===== config.mk =====
export PLATFORM = sky130hd
export DESIGN_NAME = resize_accel_mul_pipe
export DESIGN_NICKNAME = d
export VERILOG_FILES = /design/src/rtl/resize_accel_pkg.sv /design/src/rtl/resize_accel_mul_round_sat.sv /design/src/rtl/resize_accel_mul_pipe.sv
export SDC_FILE = /design/constraint.sdc
export NUM_CORES = 1
export LEC_CHECK = 0
export ABC_AREA = 1
export ABC_CLOCK_PERIOD_IN_PS = 11800
export BUFFER_PORTS_ARGS = -buffer_cell sky130_fd_sc_hd__buf_2
export CORE_MARGIN = 4
export CORE_UTILIZATION = 25
export CTS_BUF_LIST = sky130_fd_sc_hd__clkbuf_16
export CTS_CLUSTER_SIZE = 24
export DETAILED_ROUTE_END_ITERATION = 10
export PLACE_DENSITY = 0.4
export SYNTH_ARGS = -nofsm -noshare
export SYNTH_HDL_FRONTEND = slang
export SYNTH_SLANG_ARGS = --single-unit
export TNS_END_PERCENT = 1

===== constraint.sdc =====
create_clock -name clk -period 11.8 [get_ports clk]
set_input_delay 0.59 -clock clk [delete_from_list [all_inputs] [get_ports clk]]
set_output_delay 0.59 -clock clk [all_outputs]
set_load 0.01 [all_outputs]

===== src/rtl/resize_accel_pkg.sv =====
// Shared helpers for the resize_accel multiplier: product width, saturation bounds
// and configuration legality.
package resize_accel_pkg;

  localparam int unsigned MUL_MAX_W = 62;

  function automatic int unsigned mul_prod_width(input int unsigned w0, input int unsigned w1);
    return w0 + w1;
  endfunction

  function automatic logic signed [63:0] mul_sat_max(input int unsigned width, input bit is_signed);
    if (is_signed) return (64'sd1 <<< (width - 1)) - 64'sd1;
    return (64'sd1 <<< width) - 64'sd1;
  endfunction

  function automatic logic signed [63:0] mul_sat_min(input int unsigned width, input bit is_signed);
    if (is_signed) return -(64'sd1 <<< (width - 1));
    return 64'sd0;
  endfunction

  // Legal pipeline depth, shift range and a width the 64-bit bound math can hold.
  function automatic bit mul_cfg_ok(input int unsigned num_stage, input int unsigned shift,
                                    input int unsigned prod_w, input int unsigned dout_w);
    return (num_stage >= 3) && (num_stage <= 8) && (shift < prod_w) &&
           (prod_w + 1 <= MUL_MAX_W) && (dout_w >= 1) && (dout_w <= MUL_MAX_W);
  endfunction

endpackage


===== src/rtl/resize_accel_mul_round_sat.sv =====
// Combinational round-half-up right shift followed by saturation to DOUT_WIDTH.
module resize_accel_mul_round_sat
  import resize_accel_pkg::*;
#(
  parameter int unsigned PROD_WIDTH = 24,
  parameter int unsigned SHIFT      = 0,
  parameter int unsigned DOUT_WIDTH = 24,
  parameter bit          RES_SIGNED = 1'b0
) (
  input  logic [PROD_WIDTH-1:0] prod,
  output logic [DOUT_WIDTH-1:0] dout_c,
  output logic                  sat_c
);

  localparam int unsigned XW = PROD_WIDTH + 1;
  localparam logic signed [XW-1:0] HALF = (SHIFT == 0) ? '0 : (XW'(1) << (SHIFT - 1));
  localparam logic signed [63:0] SAT_MAX = mul_sat_max(DOUT_WIDTH, RES_SIGNED);
  localparam logic signed [63:0] SAT_MIN = mul_sat_min(DOUT_WIDTH, RES_SIGNED);

  logic signed [XW-1:0] ext;
  logic signed [XW-1:0] rnd;
  logic signed [XW-1:0] shifted;
  logic signed [63:0]   val;

  // One guard bit keeps the rounding add exact; the unsigned shift must clear it.
  always_comb begin
    if (RES_SIGNED) ext = $signed({prod[PROD_WIDTH-1], prod});
    else            ext = $signed({1'b0, prod});
    rnd = ext + HALF;
    if (RES_SIGNED) shifted = rnd >>> SHIFT;
    else            shifted = $signed(rnd >> SHIFT);
    val = 64'(shifted);
  end

  always_comb begin
    dout_c = val[DOUT_WIDTH-1:0];
    sat_c  = 1'b0;
    if (val > SAT_MAX) begin
      dout_c = SAT_MAX[DOUT_WIDTH-1:0];
      sat_c  = 1'b1;
    end else if (val < SAT_MIN) begin
      dout_c = SAT_MIN[DOUT_WIDTH-1:0];
      sat_c  = 1'b1;
    end
  end

endmodule


===== src/rtl/resize_accel_mul_pipe.sv =====
// Fully pipelined multiplier with valid/ready, global stall, per-operand signedness,
// rounding shift, saturation and a sideband tag.
module resize_accel_mul_pipe
  import resize_accel_pkg::*;
#(
  parameter int unsigned DIN0_WIDTH  = 12,
  parameter int unsigned DIN1_WIDTH  = 12,
  parameter int unsigned DOUT_WIDTH  = 24,
  parameter int unsigned NUM_STAGE   = 4,
  parameter bit          DIN0_SIGNED = 1'b0,
  parameter bit          DIN1_SIGNED = 1'b0,
  parameter int unsigned SHIFT       = 0,
  parameter int unsigned TAG_WIDTH   = 1
) (
  input  logic                  clk,
  input  logic                  reset_n,
  input  logic                  in_valid,
  output logic                  in_ready,
  input  logic [DIN0_WIDTH-1:0] din0,
  input  logic [DIN1_WIDTH-1:0] din1,
  input  logic [TAG_WIDTH-1:0]  in_tag,
  output logic                  out_valid,
  input  logic                  out_ready,
  output logic [DOUT_WIDTH-1:0] dout,
  output logic                  out_sat,
  output logic [TAG_WIDTH-1:0]  out_tag
);

  localparam int unsigned P  = mul_prod_width(DIN0_WIDTH, DIN1_WIDTH);
  localparam int unsigned XW = P + 1;
  localparam int unsigned NV = NUM_STAGE - 1;
  localparam int unsigned ND = NUM_STAGE - 2;
  localparam bit RES_SIGNED  = DIN0_SIGNED | DIN1_SIGNED;

  if (!mul_cfg_ok(NUM_STAGE, SHIFT, P, DOUT_WIDTH)) begin : g_cfg_err
    $error("resize_accel_mul_pipe: illegal NUM_STAGE/SHIFT/width configuration");
  end

  logic                  adv;
  logic [DIN0_WIDTH-1:0] a_q;
  logic [DIN1_WIDTH-1:0] b_q;
  logic [NV-1:0]         vld_q;
  logic [TAG_WIDTH-1:0]  tag_q [NV];
  logic [P-1:0]          prod_q [ND];
  logic signed [XW-1:0]  a_x;
  logic signed [XW-1:0]  b_x;
  logic signed [XW-1:0]  prod_x;
  logic                  unused_prod_msb;
  logic [DOUT_WIDTH-1:0] rs_dout_c;
  logic                  rs_sat_c;

  assign adv      = ~out_valid | out_ready;
  assign in_ready = adv;

  // Extend each operand per its signedness; the low P bits hold the exact product.
  always_comb begin
    if (DIN0_SIGNED) a_x = XW'($signed(a_q));
    else             a_x = XW'(a_q);
    if (DIN1_SIGNED) b_x = XW'($signed(b_q));
    else             b_x = XW'(b_q);
    prod_x = a_x * b_x;
  end

  assign unused_prod_msb = prod_x[P];

  always_ff @(posedge clk or negedge reset_n) begin
    if (!reset_n) begin
      vld_q <= '0;
    end else if (adv) begin
      vld_q <= NV'({vld_q, in_valid});
    end
  end

  // Data path: operands (S1), product (S2), then pure delay up to S(NUM_STAGE-1).
  always_ff @(posedge clk) begin
    if (adv) begin
      a_q       <= din0;
      b_q       <= din1;
      tag_q[0]  <= in_tag;
      prod_q[0] <= prod_x[P-1:0];
      for (int i = 1; i < NV; i++) tag_q[i] <= tag_q[i-1];
      for (int i = 1; i < ND; i++) prod_q[i] <= prod_q[i-1];
    end
  end

  resize_accel_mul_round_sat #(
    .PROD_WIDTH (P),
    .SHIFT      (SHIFT),
    .DOUT_WIDTH (DOUT_WIDTH),
    .RES_SIGNED (RES_SIGNED)
  ) u_round_sat (
    .prod   (prod_q[ND-1]),
    .dout_c (rs_dout_c),
    .sat_c  (rs_sat_c)
  );

  always_ff @(posedge clk or negedge reset_n) begin
    if (!reset_n) begin
      out_valid <= 1'b0;
      dout      <= '0;
      out_sat   <= 1'b0;
      out_tag   <= '0;
    end else if (adv) begin
      out_valid <= vld_q[NV-1];
      dout      <= rs_dout_c;
      out_sat   <= rs_sat_c;
      out_tag   <= tag_q[NV-1];
    end
  end

endmodule


==> summary.txt, run 1 <==
Synthesis
  – Area leader, netlist: edfxtp_1
  – Flops & latches, synth: 105
  – Syn Inst Count: 873
  – Synth top area cells: edfxtp_1 27%, fa_1 24%, nand2_1 10%, inv_1 10%, ha_1 9.2%
  – Post-Syn Nets: 1064
  – Yosys cell types: 26
  – Most common cell in the synthesized netlist: nand2_1
  – Synth top area share: 26.7%
  – Synthesized area: 8440 sq um
  – Yosys warns: 0
  – Top FF cell, synth: edfxtp_1
  – Synth cell count leaders: 234 x nand2_1, 227 x inv_1, 100 x fa_1
  – Post-synth EDFFs: 75
  – Register area share after synthesis: 35.6%
  – Ys async rst share: 28.6%
  – Mapped Avg Cell Area: 9.67 sq um

Timing
  – Final Hold Vio Count: 0
  – Min Tclk post-route: 4.99 ns
  – Worst-Margin Slew: 0.870 ns
  – Fmax: 200 MHz
  – Setup Skew: 0.0199 ns
  – Final setup viols: 0
  – Setup TNS Final: 0 ns
  – RSZ-0062 raised after global routing: no
  – Slew Viols, Final: 0
  – Fin Hold WS: 0.280 ns
  – Max-slew headroom: 42.0%
  – Final period utilization: 42.3%

Worst setup path
  – Critical-path top delay cell: edfxtp_1
  – Worst R2R Setup Slack: 6.81 ns
  – CP max stage delay: 0.68 ns
  – Setup crit start kind: flip-flop
  – Cell family with most CP delay: adder cells
  – Crit-path cells: nand2_1 > fa_1 > fa_1 > inv_1 > fa_1 > fa_1 > inv_1 > fa_1 > inv_1 > ha_1 > nand2_2 > inv_1 > a21oi_1 > nand3_2 > nand2_2 > nand2_1 > nand2_1 > nand2_1
  – Worst EP arrival: 5.10 ns
  – Most Frequent Cell on Critical Path: fa_1
  – Worst-case reg-to-reg path depth: 18
  – Worst-path maximum fanout: 12
  – Reg2Reg Capture Point: prod_q[0][21]$_DFFE_PP_
  – WP buf/inv: 4
  – FF-to-FF Start: b_q[11]$_DFFE_PP_
  – Critical Path RT: 11.91 ns
  – CP Class: flip-flop to flip-flop
  – Nature of the critical path endpoint: flip-flop

Final layout
  – Sequential cell area: 3000 sq um
  – Area Overhead vs Synth: 12.2%
  – Fillcell total: 3587
  – # diodes: 0
  – Fin nets: 1105
  – Post-route cell area: 9470 sq um
  – Multi-input gate area: 4470 sq um
  – Layout Cells excl Fill: 1367
  – Share of cells above drive strength 1: 13.1%

Routing
  – Routed Wire Length: 18.1 mm
  – Number of DRC markers in iteration 0: 207
  – TritonRoute pass-1 iters: 4
  – Via density: 3.85
  – Via count: 5266
  – DRC viols: 0
  – Post-DRT Antenna Nets: 0
  – Routed wire per std cell: 13.2 microns

Placed design
  – RePlAce Congestion: 0.800
  – Placed cell areas: 9190 sq um
  – Post-DP HPWL: 14.6 mm
  – Inst Count DP: 1351
  – PortBufs: 56

Clock tree
  – H-tree Lvls: 3
  – # Post-CTS Setup Buffers: 0
  – CTS Buffer Depth: 2
  – Worst skew pair latency: 0.37 ns
  – Root Driver: clkbuf_16
  – Clock sink count: 105
  – CTS Hold Buffers Added: 0
  – TritonCTS Buffers: 9
  – # resized after CTS: 0
  – Clock slew at reported path FFs: 0.07 ns
  – CTS tree: done

GRT
  – Vias in the first global route: 5850
  – Global-route wire length before repair: 31.0 mm
  – Overall Global Routing Usage: 10.6%
  – Initial antenna violation count: 0
  – Grt ovf: 0
  – Largest net degree at the start of global routing: 70

Die
  – Num ports: 57
  – Chip Height: 192 microns
  – Initial Utilization: 25.2%
  – Row cnt: 67
  – CORE AREA: 33400 sq um
  – Die area: 36800 sq um
  – Die extent in x: 192 microns

Min path
  – Min-Delay Path Class: input pin to async pin

Status
  – Status: finished, final reports clean

Flow run
  – Max-cap violations: 0
-- flip-flops by register name, summed over array words and instances, names as in the netlist --
signal / cells
a_q: 12
b_q: 12
dout: 24
out_sat: 1
out_tag: 1
out_valid: 1
prod_q: 48
tag_q: 3
vld_q: 3
-- worst max path at each step --
stage                            startpoint                      end  slack [ns]  cells past startpoint
after floorplan            a_q[0]$_DFFE_PP_  prod_q[0][21]$_DFFE_PP_        7.10                     19
after global placement    b_q[11]$_DFFE_PP_  prod_q[0][22]$_DFFE_PP_        6.78                     17
after detailed placement   b_q[8]$_DFFE_PP_  prod_q[0][18]$_DFFE_PP_        6.78                     19
after CTS                 b_q[11]$_DFFE_PP_  prod_q[0][18]$_DFFE_PP_        6.77                     17
after global routing      b_q[11]$_DFFE_PP_  prod_q[0][21]$_DFFE_PP_        6.42                     18
final                     b_q[11]$_DFFE_PP_  prod_q[0][21]$_DFFE_PP_        6.81                     18
-- final cells by class --
type	instances	share of cell area (%)
clock buffers	9	2.38
clock inverters	7	0.568
inverters	230	9.12
multi-input cells	511	47.3
flip-flops and latches	105	31.7
well taps	448	5.92
repair buffers	57	3.04
-- worst reg2reg max path, stage by stage, from the launching register on --
cell and delay, ns:
edfxtp_1 0.68, nand2_1 0.15, fa_1 0.53, fa_1 0.56, inv_1 0.06, fa_1 0.52
fa_1 0.54, inv_1 0.05, fa_1 0.52, inv_1 0.04, ha_1 0.36, nand2_2 0.12
inv_1 0.04, a21oi_1 0.21, nand3_2 0.13, nand2_2 0.08, nand2_1 0.05, nand2_1 0.05
nand2_1 0.04
-- stage by stage --
stage	setup WS, ns	util, %
2_1_floorplan	7.10	-
3_3_place_gp	6.78	27.5
3_5_place_dp	6.78	27.5
4_1_cts	6.77	28.3
5_1_grt	6.42	28.3
6_report	6.81	28.3
-- metal layers --
layer / wire (microns) / share of wire, % / global-route usage [%] / vias to the layer above
met5: 0 / 0 / 0 / -
met4: 266 / 1.5 / 2.76 / 0
met2: 7880 / 44 / 16.6 / 62
met3: 525 / 2.9 / 1.89 / 18
li1: - / - / - / 2675
met1: 9400 / 52 / 15.3 / 2511
-- kinds of logic (layout without fill, tap and decap cells) --
family / count (synthesis) / after routing / synth area share (%)
and+or+nand+nor: 290 / 290 / 14.1
DFF: 105 / 105 / 35.6
buffers and inverters: 257 / 303 / 11.5
xor gates and xnor gates: 11 / 11 / 1.14
muxes: 25 / 25 / 3.34
AOI/OAI and AO/OA: 23 / 23 / 1.42
adders and majority gates: 162 / 162 / 32.9
-- cell usage in the layout (no fill, tap or decap), types with 2 or more instances in the layout --
cell type / instances
fa_1: 100
xnor2_1: 2
edfxtp_1: 75
nor2_1: 15
xor2_1: 9
inv_1: 228
ha_1: 62
nand3_2: 3
inv_2: 4
buf_2: 56
clkbuf_16: 9
a21oi_1: 16
mux2_2: 25
dfrtp_1: 30
inv_6: 2
o21bai_1: 2
nand3_1: 16
clkinv_4: 2
nor2_2: 5
nor3_1: 2
nor2_4: 2
nand2_1: 234
nand2_2: 8
o21ai_0: 5
Power of run 1 is left out: the tool's default activity adds up to more than one toggle a clock period on the data nets, which glitch-free logic cannot reach.
==> inputs of run 2 (changes only) <==
--- a/config.mk
+++ b/config.mk
@@ -6,14 +6,14 @@
 export NUM_CORES = 1
 export LEC_CHECK = 0
 export ABC_AREA = 1
-export ABC_CLOCK_PERIOD_IN_PS = 11800
+export ABC_CLOCK_PERIOD_IN_PS = 4400
 export BUFFER_PORTS_ARGS = -buffer_cell sky130_fd_sc_hd__buf_2
 export CORE_MARGIN = 4
 export CORE_UTILIZATION = 25
 export CTS_BUF_LIST = sky130_fd_sc_hd__clkbuf_16
 export CTS_CLUSTER_SIZE = 24
 export DETAILED_ROUTE_END_ITERATION = 10
-export PLACE_DENSITY = 0.4
+export PLACE_DENSITY = 0.41
 export SYNTH_ARGS = -nofsm -noshare
 export SYNTH_HDL_FRONTEND = slang
 export SYNTH_SLANG_ARGS = --single-unit
==> constraint.sdc (replaced) <==
create_clock -name clk -period 4.4 [get_ports clk]
set_input_delay 0.22 -clock clk [delete_from_list [all_inputs] [get_ports clk]]
set_output_delay 0.22 -clock clk [all_outputs]
set_load 0.01 [all_outputs]
==> run 2 against run 1 <==
Compared with the run above:
- the run now ends with setup timing left
- hold slack got worse by 0.25 ns
- clock-buffer cell count unchanged
- utilization increased by 3.5 points
- highest routed layer unchanged
- cell count increased by 7.4%
- via count increased by 7.5%
- fmax increased by 10%
- wire length increased by 4.8%
- critical path depth increased by 2
- cell area increased by 12%
==> summary.txt, run 2 (synthesis results as in run 1) <==
Status
  – Status: finished, violations left
  – Failing checks: setup timing

Die
  – CORE AREA: 33400 sq um (unchanged)
  – Initial Utilization: 25.2% (unchanged)
  – Num ports: 57 (unchanged)
  – Die area: 36800 sq um (unchanged)
  – Die extent in x: 192 microns (unchanged)
  – Chip Height: 192 microns (unchanged)
  – Row cnt: 67 (unchanged)

Clock tree
  – Worst skew pair latency: 0.36 ns (about the same)
  – TritonCTS Buffers: 9 (unchanged)
  – H-tree Lvls: 3 (unchanged)
  – Clock sink count: 105 (unchanged)
  – CTS tree: done
  – Root Driver: clkbuf_16
  – Clock slew at reported path FFs: 0.09 ns (+0.02 ns)
  – CTS Buffer Depth: 2 (unchanged)

GRT
  – Initial antenna violation count: 0 (unchanged)
  – Overall Global Routing Usage: 11.0% (+0.37 points)
  – Global-route wire length before repair: 32.3 mm (+4.2%)
  – Grt ovf: 0 (unchanged)
  – Largest net degree at the start of global routing: 66 (-5.7%)
  – Vias in the first global route: 6196 (+5.9%)

Placed design
  – PortBufs: 56 (unchanged)
  – Post-DP HPWL: 15.1 mm (+3.6%)
  – RePlAce Congestion: 0.786 (-1.7%)
  – Inst Count DP: 1415 (+4.7%)
  – DP Worst Slack: -0.366 ns (-7.14 ns)

Worst setup path
  – CP max stage delay: 0.52 ns (-0.16 ns)
  – Worst EP arrival: 4.63 ns (-0.47 ns)
  – Most Frequent Cell on Critical Path: fa_1
  – Worst-case reg-to-reg path depth: 20 (+2)
  – Critical-path top delay cell: fa_1
  – Worst R2R Setup Slack: -0.12 ns (-6.93 ns)
  – CP Class: flip-flop to flip-flop
  – FF-to-FF Start: a_q[7]$_DFFE_PP_
  – Reg2Reg Capture Point: prod_q[0][21]$_DFFE_PP_
  – Setup crit start kind: flip-flop
  – Nature of the critical path endpoint: flip-flop
  – Critical Path RT: 4.51 ns (-7.40 ns)
  – Crit-path cells: buf_6 > buf_6 > nand2_2 > fa_1 > fa_1 > fa_1 > inv_2 > fa_1 > inv_1 > fa_1 > inv_2 > ha_4 > nand2_4 > nand2_4 > a21oi_4 > nand3_2 > nand2_2 > nand2_1 > nand2_1 > nand2_1
  – Worst-path maximum fanout: 4 (-8)

Timing
  – Fmax: 221 MHz (+10%)
  – Setup Skew: 0.0114 ns (-0.00848 ns)
  – Worst-Margin Slew: 0.865 ns (-0.00515 ns)
  – Max-slew headroom: 42.4% (+0.34 points)
  – Setup TNS Final: -1.07 ns (-1.07 ns)
  – Final period utilization: 103% (+61 points)
  – Final WS setup: -0.123 ns (-6.93 ns)
  – Min Tclk post-route: 4.52 ns (-0.466 ns)
  – RSZ-0062 raised after global routing: yes
  – Slew Viols, Final: 0 (unchanged)
  – Final Hold Vio Count: 0 (unchanged)
  – Final setup viols: 14 (+14)

Min path
  – Hold Path Stages: 1
  – Hold Path End: b_q[1]$_DFFE_PP_
  – Hold path startpoint: din1[1]
  – Min-Delay Path Class: input pin to flip-flop

Final layout
  – Max reg flops: 48 (unchanged)
  – Share of cells above drive strength 1: 27.7% (+15 points)
  – Area Overhead vs Synth: 26.0%
  – # diodes: 0 (unchanged)
  – Fin nets: 1206 (+9.1%)
  – Most frequent cells in the layout: 217 x nand2_1, 216 x inv_1, 95 x fa_1, 93 x buf_4, 75 x edfxtp_1
  – Most common cell after layout, fill and taps aside: nand2_1
  – Largest registers: prod_q (48), dout (24)
  – Largest Register: prod_q
  – Layout Cells excl Fill: 1468 (+7.4%)

Routing
  – DRC viols: 0 (unchanged)
  – Routed wire per std cell: 12.9 microns (-2.4%)
  – Post-DRT Antenna Nets: 0 (unchanged)
  – Number of DRC markers in iteration 0: 185 (-11%)
  – Via count: 5659 (+7.5%)
  – TritonRoute pass-1 iters: 4 (unchanged)
  – Routed Wire Length: 18.9 mm (+4.8%)
  – Via density: 3.85 (about the same)

Flow run
  – Max-cap violations: 0 (unchanged)
==> run 2: worst max-delay path by stage <==
stage | start | slack (ns) | endpoint | cells after the start
4_1_cts | b_q[6]$_DFFE_PP_ | -0.20 | prod_q[0][21]$_DFFE_PP_ | 20
3_5_place_dp | b_q[4]$_DFFE_PP_ | -0.37 | prod_q[0][21]$_DFFE_PP_ | 16
2_1_floorplan | a_q[3]$_DFFE_PP_ | -0.001 | prod_q[0][23]$_DFFE_PP_ | 20
5_1_grt | a_q[7]$_DFFE_PP_ | -0.33 | prod_q[0][19]$_DFFE_PP_ | 21
3_3_place_gp | b_q[5]$_DFFE_PP_ | -0.37 | prod_q[0][21]$_DFFE_PP_ | 18
6_report | a_q[7]$_DFFE_PP_ | -0.12 | prod_q[0][21]$_DFFE_PP_ | 20
==> run 2: cell type report <==
| class | instances | area [sq um] |
|---|---|---|
| clock inverters | 7 | 65.1 |
| inverters | 230 | 863 |
| repair buffers | 158 | 1080 |
| well taps | 448 | 561 |
| fillers | 3513 | 22800 |
| multi-input cells | 511 | 4840 |
| flip-flops and latches | 105 | 3000 |
| clock buffers | 9 | 225 |
==> run 2: what timing repair did <==
item | 4_1_cts | 5_1_grt
pin swaps | 52 | 27
resized for setup | 59 | 22
endpoints found under the setup margin | 14 | 16
setup buffers | 31 | 5
hold endpoints to repair | 30 | 0
hold buffers | 1 | 0
==> run 2: routing by layer <==
metal | wire length (microns) | up-vias | global-route usage, %
met2 | 8670 | 70 | 17.9
met1 | 9520 | 2693 | 15.6
met4 | 289 | 0 | 2.71
met5 | 0 | - | 0
li1 | - | 2877 | -
met3 | 467 | 19 | 1.53
==> run 2: worst max-delay path, delay by kind of cell (launching register included) <==
kind / cells / cell delay (ns)
flip-flops: 1 / 0.43
AO/OA/AOI/OAI: 1 / 0.16
buffers and inverters: 5 / 0.41
adder cells (fa/ha/maj): 6 / 2.73
AND/OR/NAND/NOR: 8 / 0.54
==> run 2: stage by stage <==
stage	area [sq um]	hold WS (ns)	util (%)
2_1_floorplan	8610	-0.0756	-
3_3_place_gp	9740	0.327	29.1
3_5_place_dp	9740	0.323	29.1
4_1_cts	10500	0.0117	31.4
5_1_grt	10600	0.0181	31.8
6_report	10600	0.0298	31.8
Power of run 2 is left out for the same reason.
==> inputs of run 3 (changes only) <==
--- a/config.mk
+++ b/config.mk
@@ -5,7 +5,6 @@
 export SDC_FILE = /design/constraint.sdc
 export NUM_CORES = 1
 export LEC_CHECK = 0
-export ABC_AREA = 1
 export ABC_CLOCK_PERIOD_IN_PS = 4400
 export BUFFER_PORTS_ARGS = -buffer_cell sky130_fd_sc_hd__buf_2
 export CORE_MARGIN = 4
==> run 3 against run 2 <==
Compared with the run above:
- global-route usage down 0.42 points
- via count decreased by 7.6%
- cell area fell by 1.6%
- the run still ends with setup timing left
- synthesized cell count is 17% lower
- cell count shrank 10%
- largest cell class unchanged
- area after synthesis is 3.2% lower
- clock-buffer cell count did not move
==> summary.txt, run 3 <==
Flow run
  – Max-cap violations: 0 (unchanged)

Placed design
  – Post-DP HPWL: 14.0 mm (-7.6%)
  – RePlAce Congestion: 0.787 (about the same)
  – Inst Count DP: 1259 (-11%)
  – PortBufs: 56 (unchanged)

Final layout
  – Largest registers: prod_q (48), dout (24)
  – Fin nets: 1069 (-11%)
  – Share of cells above drive strength 1: 32.3% (+4.5 points)
  – Area Overhead vs Synth: 28.3%
  – Final Util: 32.9% (+1.0 points)
  – Largest Register: prod_q
  – Fillcell total: 3322 (-5.4%)
  – Layout Cells excl Fill: 1318 (-10%)
  – # diodes: 0 (unchanged)
  – Max reg flops: 48 (unchanged)
  – Most common cell after layout, fill and taps aside: inv_1
  – Most frequent cells in the layout: 128 x inv_1, 102 x buf_4, 96 x nand2_1, 91 x fa_1, 75 x edfxtp_1

Synthesis
  – Yosys warns: 0 (unchanged)
  – Synthesized area: 8170 sq um (-3.2%)
  – Mapped Avg Cell Area: 11.3 sq um (+17%)
  – Syn Inst Count: 723 (-17%)
  – Ys async rst share: 28.6% (unchanged)
  – Post-synth EDFFs: 75 (unchanged)
  – Post-Syn Nets: 914 (-14%)
  – Top FF cell, synth: edfxtp_1
  – Synth top area cells: edfxtp_1 28%, fa_1 25%, ha_1 9.5%, dfrtp_1 9.2%, inv_1 6.2%
  – Register area share after synthesis: 36.8% (+1.2 points)
  – Flops & latches, synth: 105 (unchanged)
  – Area leader, netlist: edfxtp_1
  – Yosys cell types: 42 (+62%)
  – Synth top area share: 27.6% (+0.90 points)
  – Synth cell count leaders: 134 x inv_1, 102 x nand2_1, 100 x fa_1
  – Most common cell in the synthesized netlist: inv_1

Routing
  – Via count: 5227 (-7.6%)
  – TritonRoute pass-1 iters: 5 (+1)
  – Number of DRC markers in iteration 0: 153 (-17%)
  – Via density: 3.97 (+2.9%)
  – DRC viols: 0 (unchanged)
  – Post-DRT Antenna Nets: 0 (unchanged)
  – Routed Wire Length: 17.6 mm (-7.1%)
  – Routed wire per std cell: 13.4 microns (+3.5%)

GRT
  – Overall Global Routing Usage: 10.6% (-0.42 points)
  – Grt ovf: 0 (unchanged)
  – Largest net degree at the start of global routing: 41 (-38%)
  – Initial antenna violation count: 0 (unchanged)
  – Global-route wire length before repair: 30.4 mm (-5.9%)
  – Vias in the first global route: 5744 (-7.3%)

Status
  – Failing checks: setup timing
  – Status: finished, violations left

Die
  – Row cnt: 65 (-3.0%)
  – Die extent in x: 189 microns (-1.6%)
  – Num ports: 57 (unchanged)
  – Die area: 35600 sq um (-3.1%)
  – Chip Height: 189 microns (-1.6%)
  – CORE AREA: 31900 sq um (-4.7%)
  – Initial Utilization: 25.6% (+0.38 points)

Timing
  – Setup Skew: 0.0170 ns (+0.00560 ns)
  – Setup TNS Final: -3.16 ns (-2.09 ns)
  – Final setup viols: 14 (unchanged)
  – Max-slew headroom: 47.3% (+5.0 points)
  – Worst-Margin Slew: 0.790 ns (-0.0743 ns)
  – RSZ-0062 raised after global routing: yes
  – Fin Hold WS: 0.0263 ns (-0.00350 ns)
  – Slew Viols, Final: 0 (unchanged)
  – Final period utilization: 107% (+4.6 points)
  – Fmax: 212 MHz (-4.3%)
  – Final Hold Vio Count: 0 (unchanged)
  – Final WS setup: -0.327 ns (-0.204 ns)
  – Min Tclk post-route: 4.73 ns (+0.204 ns)

Worst setup path
  – Crit-path cells: buf_4 > nand2_1 > fa_2 > fa_1 > fa_1 > inv_1 > fa_1 > inv_1 > fa_1 > inv_1 > ha_4 > o21a_1 > o211a_1 > o21ai_4 > nand2_2 > o311a_1
  – Worst EP arrival: 4.83 ns (+0.20 ns)
  – Nature of the critical path endpoint: flip-flop
  – Worst-path maximum fanout: 7 (+3)
  – Critical Path RT: 4.50 ns (about the same)
  – Critical-path top delay cell: fa_1
  – FF-to-FF Start: b_q[8]$_DFFE_PP_
  – WP buf/inv: 4 (-1)
  – Crit. path cell count: 16 (-20%)
  – CP Class: flip-flop to flip-flop
  – Setup crit start kind: flip-flop
  – CP startpoint: b_q[8]$_DFFE_PP_
  – Worst-case reg-to-reg path depth: 16 (-20%)
  – Worst R2R Setup Slack: -0.33 ns (-0.20 ns)
  – Worst setup path end: prod_q[0][18]$_DFFE_PP_
  – Reg2Reg Capture Point: prod_q[0][18]$_DFFE_PP_
  – Most Frequent Cell on Critical Path: fa_1
  – Cell family with most CP delay: adder cells
  – CP max stage delay: 0.54 ns (+0.02 ns)

Clock tree
  – Root Driver: clkbuf_16
  – H-tree Lvls: 3 (unchanged)
  – Clock slew at reported path FFs: 0.08 ns (about the same)
  – CTS Buffer Depth: 2 (unchanged)
  – TritonCTS Buffers: 9 (unchanged)
  – Worst skew pair latency: 0.37 ns (about the same)
  – CTS tree: done
  – Clock sink count: 105 (unchanged)

Min path
  – Min-Delay Path Class: input pin to flip-flop
run 3: stage by stage:
stage	setup slack, ns	instance area (sq um)
global route	-0.519	10500
detailed placement	-0.611	9500
floorplan	-0.247	8380
CTS	-0.404	10300
global placement	-0.607	9500
finish	-0.327	10500
run 3: cell families (layout without fill, tap and decap cells):
| kind of cell | Yosys count | count (layout) | synth area share (%) |
|---|---|---|---|
| buffers and inverters | 167 | 327 | 7.86 |
| multiplexers | 28 | 28 | 3.86 |
| adder cells (fa/ha/maj) | 162 | 162 | 34.0 |
| AND/OR/NAND/NOR | 186 | 186 | 10.9 |
| XOR/XNOR | 16 | 16 | 1.72 |
| flip-flops | 105 | 105 | 36.8 |
| AO/OA/AOI/OAI | 59 | 59 | 4.92 |
run 3: how the worst min path moves through the flow:
stage              from             endpoint  slack, ns  cells after the start
3_3_place_gp    reset_n  dout[5]$_DFFE_PN0P_       0.32                      1
6_report        din1[4]     b_q[4]$_DFFE_PP_       0.03                      1
4_1_cts         din1[4]     b_q[4]$_DFFE_PP_      0.001                      1
3_5_place_dp    reset_n  dout[5]$_DFFE_PN0P_       0.33                      1
5_1_grt        din1[10]    b_q[10]$_DFFE_PP_      0.009                      1
2_1_floorplan   reset_n  dout[0]$_DFFE_PN0P_      -0.08                      0
run 3: worst reg2reg max path, stage by stage, from the launching register on:
cell      delay [ns]
edfxtp_1        0.48
buf_4           0.16
nand2_1         0.07
fa_2            0.42
fa_1            0.50
fa_1            0.54
inv_1           0.06
fa_1            0.53
inv_1           0.05
fa_1            0.47
inv_1           0.06
ha_4            0.24
o21a_1          0.21
o211a_1         0.24
o21ai_4         0.07
nand2_2         0.07
o311a_1         0.30
run 3: layout make-up:
cell class,count,area [sq um],share of cell area [%]
multi-input combinational,451,4890,46.7
sequential,105,3000,28.7
timing repair buffer,177,1240,11.9
tap,435,544,5.20
inverter,134,504,4.81
clock buffer,9,225,2.15
clock inverter,7,62.6,0.597
run 3: layer usage:
| metal | track usage [%] | wire length (microns) | vias to the layer above |
|---|---|---|---|
| li1 | - | - | 2597 |
| met1 | 15.6 | 9140 | 2543 |
| met2 | 16.1 | 7650 | 68 |
| met3 | 1.85 | 488 | 19 |
| met4 | 3.05 | 319 | 0 |
| met5 | 0 | 0 | - |
run 3: what timing repair did:
action / CTS / global route
endpoints found under the setup margin: 15 / 15
endpoints found under the hold margin: 39 / 0
gates cloned: 0 / 0
pin swaps: 32 / 18
hold buffers: 10 / 0
setup buffers: 32 / 1
resized for setup: 45 / 30
Power of run 3 is left out for the same reason.
